--- src/rtl/rom_pkg.sv ---
// rom_pkg: shared ROM geometry, reader FSM states and reference ROM contents
package rom_pkg;
    localparam int ROM_ADDR_W = 3;
    localparam int ROM_DATA_W = 8;
    typedef enum logic [1:0] {IDLE, ADDR, OUT, DONE} state_t;
    localparam logic [ROM_DATA_W-1:0] ROM_TABLE [0:7] = '{
        8'd21, 8'd255, 8'd33, 8'd99, 8'd127, 8'd13, 8'd10, 8'd88
    };
    function automatic logic [ROM_DATA_W-1:0] rom_word(input logic [ROM_ADDR_W-1:0] a);
        return ROM_TABLE[a];
    endfunction
endpackage

--- src/rtl/rom_seq_reader.sv ---
// rom_seq_reader: bursts consecutive ROM reads out on a valid/ready stream with a checksum
module rom_seq_reader
    import rom_pkg::*;
#(
    parameter int ADDR_W = ROM_ADDR_W,
    parameter int DATA_W = ROM_DATA_W,
    parameter int SETTLE = 1
) (
    input  logic              clk,
    input  logic              rst_n,
    input  logic              start,
    input  logic [ADDR_W-1:0] base,
    input  logic [ADDR_W:0]   len,
    output logic              busy,
    output logic              done,
    output logic [DATA_W-1:0] sum,
    output logic              rom_cs,
    output logic              rom_rd_en,
    output logic [ADDR_W-1:0] rom_addr,
    input  logic [DATA_W-1:0] rom_data,
    output logic [DATA_W-1:0] out_data,
    output logic              out_valid,
    input  logic              out_ready
);
    localparam int CW = SETTLE > 1 ? $clog2(SETTLE) : 1;

    state_t state, state_nxt;
    logic [ADDR_W-1:0] cur_addr;
    logic [ADDR_W:0] remain;
    logic [DATA_W-1:0] acc;
    logic [CW-1:0] cnt;
    logic settled, hs;

    // state register; reset aborts any burst immediately
    always_ff @(posedge clk) begin
        state <= !rst_n ? IDLE : state_nxt;
    end

    // next state and ROM-side outputs; ROM is driven only in ADDR
    always_comb begin
        state_nxt = state;
        busy      = state != IDLE;
        done      = state == DONE;
        rom_cs    = state == ADDR;
        rom_rd_en = state == ADDR;
        rom_addr  = cur_addr;
        settled   = state == ADDR && cnt == CW'(SETTLE - 1);
        hs        = state == OUT && out_valid && out_ready;
        case (state)
            IDLE: if (start) state_nxt = len == '0 ? DONE : ADDR;
            ADDR: if (settled) state_nxt = OUT;
            OUT:  if (hs) state_nxt = remain > 1 ? ADDR : DONE;
            DONE: state_nxt = IDLE;
            default: state_nxt = IDLE;
        endcase
    end

    // datapath: latch command, sample ROM after settling, hand bytes off, publish checksum on entry to DONE
    always_ff @(posedge clk) begin
        if (!rst_n) begin
            cur_addr  <= '0;
            remain    <= '0;
            acc       <= '0;
            cnt       <= '0;
            sum       <= '0;
            out_data  <= '0;
            out_valid <= 1'b0;
        end else begin
            if (state == IDLE && start) begin
                cur_addr <= base;
                remain   <= len;
                acc      <= '0;
                cnt      <= '0;
                if (len == '0) sum <= '0;
            end
            if (state == ADDR) begin
                cnt <= settled ? '0 : cnt + 1'b1;
                if (settled) begin
                    out_data  <= rom_data;
                    acc       <= acc + rom_data;
                    out_valid <= 1'b1;
                end
            end
            if (hs) begin
                out_valid <= 1'b0;
                remain    <= remain - 1'b1;
                if (remain > 1) cur_addr <= cur_addr + 1'b1;
                else sum <= acc;
            end
        end
    end
endmodule

--- config.mk ---
export PLATFORM = sky130hd
export DESIGN_NAME = rom_seq_reader
export DESIGN_NICKNAME = d
export VERILOG_FILES = /design/src/rtl/rom_pkg.sv /design/src/rtl/rom_seq_reader.sv
export SDC_FILE = /design/constraint.sdc
export NUM_CORES = 1
export LEC_CHECK = 0
export CAP_MARGIN = 20
export CORE_MARGIN = 4
export CORE_UTILIZATION = 49
export CTS_CLUSTER_SIZE = 24
export DETAILED_ROUTE_END_ITERATION = 8
export PLACE_DENSITY = 0.8
export SKIP_LAST_GASP = 1
export SLEW_MARGIN = 20
export SYNTH_ARGS = -nofsm -noshare
export SYNTH_HDL_FRONTEND = slang
export SYNTH_SLANG_ARGS = --single-unit
--- constraint.sdc ---
create_clock -name clk -period 2.4 [get_ports clk]
set_clock_uncertainty 0.1 [all_clocks]
set_input_delay 0.24 -clock clk [delete_from_list [all_inputs] [get_ports clk]]
set_output_delay 0.24 -clock clk [all_outputs]
set_load 0.005 [all_outputs]
==> flow_summary.toml <==
[outcome]
status = "completed"

[routing]
initialDrtViolationCount = 58
totalWireLength_mm = 3.89
drc = 0
highest_layer = "met4"
wire_per_inst_microns = 13.1
drtPass1Iterations = 4
met2_length_mm = 1.73
wl_met1_mm = 1.88
ant_nets = 0
met3_length_microns = 205
routed_via_density = 5.36
via_count = 1588

[cts]
worstSkewPairLatency_ns = 0.34
cts_setup_buffers = 0
cts_hold_buf = 0
cts_root_buf = "clkbuf_4"
cts_max_level = 2
clk_pin_slew_ns = 0.11
cts_max_path_buffers = 2
cts_tree = "yes"
ctsResizeCount = 0
cts.sinks = 35
numCtsBuffers = 5

[sta]
setup_violations = 0
tns_ns = 0
slew_violations = 0
fin_crit_sh_pct = 81.0
relSlewSlack_pct = 61.7
rsz0062_at_grt = "no"
hold_viol_final = 0
fmax_mhz = 515
setup_slack_ns = 0.456
min_period_ns = 1.94
worst_pin_slew_ns = 0.569

[global_routing]
grt.total_usage_pct = 18.3
grt_pass1_vias = 1447
grt_pass1_wl_mm = 6.24
overflow = 0
antenna_found_initial = 0
grt_max_degree = 27

[pwr]
p_per_area_nw_per_um2 = 610
seqPwrFrac_pct = 45.3
p_int_uw = 1050
p_sw_uw = 355
pwr-share-clk_pct = 37.8
cellLeakagePower_uw = 0.000899
peakVddDrop_mv = 0.395
comb_power_share_pct = 16.9
swShare_pct = 25.2

[floorplanning]
die_h_microns = 67.5
die_width_microns = 67.5
rows = 21
coreArea_sq_um = 3390
die_area_sq_um = 4550
initial_core_util_pct = 51.2
ios = 43

[run]
maxCapViolCount = 0

[synthesis]
synth_top_cell_area_share_pct = 40.4
syn_area_sq_um = 1730
netlist_instances = 204
async_flop_share_pct = 0
synth_top_area_cell = "dfxtp_1"
yosysSeqAreaShare_pct = 40.4
synth-seq-cells = 35
ys_warn_count = 0
avgSynthCellArea_sq_um = 8.50
syn-num-nets = 234
synthFlopType = "dfxtp_1"
synthTopCellsByArea = "dfxtp_1 40%, ha_1 7.2%, nand2_1 6.1%"
yosys.cell_types.count = 43
synth_edf_count = 0

[setup_path]
crit_type = "flip-flop to primary output"
max_stage_delay_ns = 0.53
path_cells = "and2b_1 > clkdlybuf4s50_1"
crit_start = "state[0]"
slowest_stage = "clkdlybuf4s50_1"
r2r_cells = 8
crit_arrival_ns = 1.60
critPathRequiredTime_ns = 2.06
critPathTopFamily = "buffers and inverters"
path_max_fanout = 9
r2r_slack_ns = 0.48
worst-path-buf-inv = 1
crit_path_start_kind = "flip-flop"
cp-end-kind = "primary output"
reg2reg_to = "acc[6]"
worstReg2RegStart = "acc[0]"

[cells_and_area]
antenna_cells = 0
fin_nets = 279
multi_input_area_sq_um = 962
syn2layout_area_growth_pct = 33.2
final_cell_mix = "42 x clkdlybuf4s50_1, 35 x dfxtp_1, 28 x nand2_1"
fillerInstances = 266
regArea_sq_um = 701
final_common_cell = "clkdlybuf4s50_1"
stdcell_count = 296
design_area_sq_um = 2310
drive_gt1_share_pct = 7.20

[placement]
dp_cells = 288
gp_congestion = 0.792
place_area_sq_um = 2200
dp_worst_setup_slack_ns = 0.123
dp_hpwl_mm = 2.88
io_buffer_count = 42

[min_path]
hold_depth = 2
hp-start = "out_data[5]"
hold_class = "flip-flop to flip-flop"
holdPathEnd = "out_data[5]"
[Yosys cell counts (3+ instances only)]
| library cell | count |
|---|---|
| a21oi_1 | 18 |
| a22oi_1 | 10 |
| buf_2 | 3 |
| clkbuf_1 | 4 |
| dfxtp_1 | 35 |
| ha_1 | 10 |
| inv_1 | 9 |
| nand2_1 | 28 |
| nand2b_1 | 3 |
| nand3_1 | 5 |
| nor2_1 | 26 |
| nor3_1 | 4 |
| o211ai_1 | 3 |
| o21ai_0 | 8 |
| xnor2_1 | 3 |
| xor2_1 | 3 |
[cell type report]
class | count | area share (%)
clock buffers | 5 | 1.63
flip-flops and latches | 35 | 30.3
well taps | 46 | 2.49
clock inverters | 3 | 2.93
repair buffers | 46 | 19.5
multi-input cells | 152 | 41.7
inverters | 9 | 1.46
[worst register-to-register path, cell delays in order (launching register included)]
cell and delay [ns]:
dfxtp_1 0.38, ha_1 0.20, inv_1 0.06, fa_1 0.40
nor2b_1 0.12, o21ai_0 0.12, a21oi_1 0.19, mux2i_1 0.20
nand2_1 0.06
[flip-flops by register name, indices dropped and copies added, names as in the netlist]
signal	count
out_valid	1
sum	8
remain	4
acc	8
cnt	1
rom_addr	3
out_data	8
state	2
[power groups by stage]
stage / Clock, uW / Combinational [uW] / Sequential, uW
floorplan: 0 / 138 / 646
global placement: 0 / 233 / 649
detailed placement: 0 / 237 / 650
CTS: 544 / 239 / 637
global route: 562 / 264 / 642
finish: 533 / 238 / 638
[worst max path at each step]
| stage | to | slack [ns] | cells after the start |
|---|---|---|---|
| floorplan | acc[6] | 0.66 | 8 |
| global placement | acc[6] | 0.21 | 9 |
| detailed placement | acc[6] | 0.12 | 9 |
| CTS | rom_rd_en | 0.44 | 2 |
| global route | rom_rd_en | 0.33 | 2 |
| finish | rom_rd_en | 0.46 | 2 |
[metrics by stage]
step	utilization (%)	power (uW)	hold WS, ns
after floorplan	-	784	0.276
after global placement	65.0	883	0.342
final	68.1	1410	0.360
after CTS	68.1	1420	0.362
after detailed placement	65.0	887	0.347
after global routing	68.1	1470	0.377
[metal layers]
metal	track usage, %	up-vias
met5	0	-
met4	10.4	0
met3	3.83	6
met2	27.8	39
met1	23.9	725
li1	-	818
[kinds of logic (layout without fill, tap and decap cells)]
family / Yosys count / after routing / synth area share, %
compound gates: 52 / 52 / 19.3
xor+xnor: 6 / 6 / 3.03
fa+ha+maj: 11 / 11 / 8.37
buf+inv: 17 / 63 / 4.11
flops: 35 / 35 / 40.4
mux: 1 / 1 / 0.577
simple gates: 82 / 82 / 24.2
No activity file was read; power rests on OpenSTA's default activity.
==> patch 1, RTL diff (config.mk and constraints unchanged) <==
The 4 states of `state_t` get a one-hot encoding in 4 bits.
--- a/src/rtl/rom_pkg.sv
+++ b/src/rtl/rom_pkg.sv
@@ -2,7 +2,7 @@
 package rom_pkg;
     localparam int ROM_ADDR_W = 3;
     localparam int ROM_DATA_W = 8;
-    typedef enum logic [1:0] {IDLE, ADDR, OUT, DONE} state_t;
+    typedef enum logic [3:0] {IDLE = 4'b0001, ADDR = 4'b0010, OUT = 4'b0100, DONE = 4'b1000} state_t;
     localparam logic [ROM_DATA_W-1:0] ROM_TABLE [0:7] = '{
         8'd21, 8'd255, 8'd33, 8'd99, 8'd127, 8'd13, 8'd10, 8'd88
     };
Check against the original RTL: same outputs for any inputs over 10 cycles, from zero or initial values and one cycle with rst_n low; not proved beyond that.
==> patch 1 against the unedited design <==
  * Combinational power fell by 30%
  * Area after synthesis rose by 6.3%
  * Routed wire length up 2.8%
  * Design area increased by 3.3%
  * Synthesized cell count increased by 3.9%
  * Power down 12%
  * Sequential cell count up 2
  * Worst setup slack lost 300 ps
==> patch 1: results <==
group,metric,value,unit
routing,num_vias,1656,
setup_path,path_max_fanout,8,
placement,place_ws,100,ps
cells_and_area,reg_top3,"acc x8, out_data x8, sum x8",
global_route,grt_usage,0.167,
logic_synthesis,ys_warn_count,0,
clock_tree,clock-root-buffer,"clkbuf_8",
logic_synthesis,synth_nets,242,
clock_tree,htree_levels,2,
routing,routed_wl,3990,um
routing,initialDrtViolationCount,82,
routing,dr.pass1.iters,4,
placement,port_buffers,42,
hold_path,hold_depth,2,
hold_path,holdCritPathClass,"reg2reg",
clock_tree,post_cts_buffers,0,
clock_tree,path_clk_slew,70,ps
clock_tree,cts_made_buffers,5,
setup_path,worst_ep_arrival_time,1900,ps
clock_tree,insertion_delay,280,ps
clock_tree,cts_resized,0,
setup_path,cp_slowest_stage_delay,710,ps
sta,max_freq,446,MHz
logic_synthesis,synth_area_leaders,"dfxtp_1 (40%), ha_1 (6.8%), a21oi_1 (6.2%), nand2_1 (6.1%), nor2_1 (5.5%)",
logic_synthesis,ys_types,46,
cells_and_area,diodes,0,
setup_path,ff2ff_path_depth,7,
global_route,antenna_found_initial,0,
setup_path,cpMaxStageDelayCell,"or4b_2",
cells_and_area,drive_gt1_frac,0.0898,
clock_tree,clk_path_buf_depth,2,
power,power_leakage,0.000877,uW
power,ir_drop,0.000385,V
placement,gp_congestion,0.809,
logic_synthesis,synthArstFlopShare,0,
placement,dpl.hpwl,2980,um
job,drv_cap,0,
global_route,grt_pass1_vias,1513,
global_route,grt_max_degree,24,
cells_and_area,fill_cells,325,
outcome,outcome,"completed",
logic_synthesis,synth_common_cells,"dfxtp_1 (37), nand2_1 (30), nor2_1 (27), a21oi_1 (23), a22oi_1 (12)",
global_route,grt_pass1_wl,6730,um
sta,maxSlewHeadroom,0.606,
cells_and_area,nNetsFinal,286,
logic_synthesis,ys_seq_area_frac,0.402,
setup_path,r2r_slack,340,ps
[patch 1: changes by cell type after synthesis, moves of 3 or more]
cell      change
a21oi_1       +5
inv_1         -3
nand2b_1      -3
o21ai_0       -3
o21ai_1       +3
[patch 1: path summary, 6_finish.rpt]
path / start / endpoint
max: state[3] / busy
min: out_data[1] / out_data[1]
max reg2reg: remain[0] / sum[4]
min reg2reg: out_data[1] / out_data[1]
[patch 1: layout make-up]
cell class                 count  area (um^2)  area share
multi-input combinational    159         1020       0.428
timing repair buffer          46          450       0.189
inverter                       7         26.3      0.0110
tap                           48         60.1      0.0252
sequential                    37          741       0.311
clock buffer                   7         86.3      0.0362
[patch 1: per-layer routing]
layer	routed length [um]	up-vias	track usage
met1	1860	770	0.212
met4	40	0	0.0456
met5	0	-	0
met2	1880	38	0.274
met3	211	5	0.0522
li1	-	843	-
[patch 1: kinds of logic after synthesis]
kind of cell,after synthesis,share of synthesized area
AO/OA/AOI/OAI,56,0.192
XOR/XNOR,6,0.0285
AND/OR/NAND/NOR,86,0.255
buffers and inverters,16,0.0441
flip-flops,37,0.402
adder cells (fa/ha/maj),11,0.0788
[patch 1: power by group]
| part | internal, uW | total (uW) | switching [uW] |
|---|---|---|---|
| Sequential | 630 | 649 | 19.1 |
| Clock | 228 | 426 | 198 |
| Combinational | 84.0 | 166 | 82.5 |
[patch 1: worst max-delay path, delay by kind of cell, from the launching register on]
family                 cells  cell delay (ps)
buffers and inverters      1              460
DFF                        1              450
and+or+nand+nor            1              710
[patch 1: per-stage QoR]
step                      utilization  total power, uW  cells  cell area [um^2]  hold WS (ps)
after detailed placement        0.628              830    297              2300           346
final                           0.651             1240    304              2380           355
after global placement          0.628              828    297              2300           346
after CTS                       0.651             1250    304              2380           355
after floorplan                     -              756    212              1840           235
after global routing            0.651             1300    304              2380           376
==> patch 2, RTL diff (same flow settings) <==
Without the edit above. Change the package constant `ROM_ADDR_W` from 3 to 4.
--- a/src/rtl/rom_pkg.sv
+++ b/src/rtl/rom_pkg.sv
@@ -1,6 +1,6 @@
 // rom_pkg: shared ROM geometry, reader FSM states and reference ROM contents
 package rom_pkg;
-    localparam int ROM_ADDR_W = 3;
+    localparam int ROM_ADDR_W = 4;
     localparam int ROM_DATA_W = 8;
     typedef enum logic [1:0] {IDLE, ADDR, OUT, DONE} state_t;
     localparam logic [ROM_DATA_W-1:0] ROM_TABLE [0:7] = '{
Interface: changed (resized base, len and rom_addr); port bits go from 43 to 46. The function was not compared with the original's and may differ.
==> patch 2 against the unedited design <==
  * Area after synthesis is 7.4% higher
  * Worst setup slack worse by 33 ps
  * Sequential cell count rose by 2
  * Core utilization decreased by 0.82 points
  * Clock power rose by 4.1%
  * Global-route usage fell by 0.57 points
  * Routed wire length up 7.5%
  * Non-clock buffer count increased by 1
  * Design area up 6.7%
  * Die area grew 6.5%
  * Critical path type is now in2reg
  * Power is 5.1% higher
  * Fmax down 1.7%
==> patch 2: results <==
group,metric,value,unit
outcome,outcome,"completed",
cells_and_area,multi_input_area_share,0.427,
routing,num_vias,1640,
setup_path,cp_slowest_stage_delay,480,ps
clock_tree,clock_sinks,37,
routing,wl_met2,1910,um
routing,wl_met1,1910,um
power,switchingPower,367,uW
placement,place_ws,162,ps
global_route,grt_usage,0.177,
cells_and_area,n_all_inverters,8,
sta,maxSlewHeadroom,0.636,
logic_synthesis,synth_xor_area_frac,0.0329,
global_route,grt_max_degree,16,
logic_synthesis,synth_nets,242,
routing,met3WireLength,288,um
sta,fin_ws,423,ps
global_route,grt_pass1_vias,1541,
clock_tree,insertion_delay,290,ps
global_route,grt_pass1_wl,7100,um
logic_synthesis,ys_types,46,
placement,place_inst,298,
cells_and_area,nNetsFinal,289,
cells_and_area,post_layout_nonfiller_instances,306,
setup_path,cp.required,2530,ps
routing,routedWlPerCell,13.6,um
global_route,grt_util_met1,0.223,
cells_and_area,clk_share,0.0472,
logic_synthesis,synth.avg_cell_area,8.87,um^2
-- patch 2: changes by cell type after synthesis, sizes merged, moves of 2 or more --
cell,change
nand3,+2
dfxtp,+2
a21boi,+12
a22oi,+2
o211ai,-2
or3,-2
nor4,-2
nor2b,+15
a21oi,-9
o21ai,-2
and2,+3
nor2,-9
-- patch 2: worst reg2reg max path, delay by kind of cell (launching register included) --
family	cells	cell delay, ps
adders and majority gates	2	580
xor gates and xnor gates	1	150
DFF	1	360
buffers and inverters	1	60
and+or+nand+nor	2	270
AOI/OAI and AO/OA	3	330
-- patch 2: stage by stage --
step | hold slack (ps) | cell area [um^2]
global placement | 345 | 2350
CTS | 360 | 2460
global route | 370 | 2460
finish | 359 | 2460
floorplan | 276 | 1860
detailed placement | 349 | 2350
-- patch 2: path summary, 6_finish.rpt --
kind / depth (start not counted) / startpoint / to
worst max register to register: 9 / acc[0] / acc[6]
worst min register to register: 2 / cnt / cnt
worst max-delay path: 10 / rom_data[0] / acc[6]
worst min-delay path: 2 / cnt / cnt
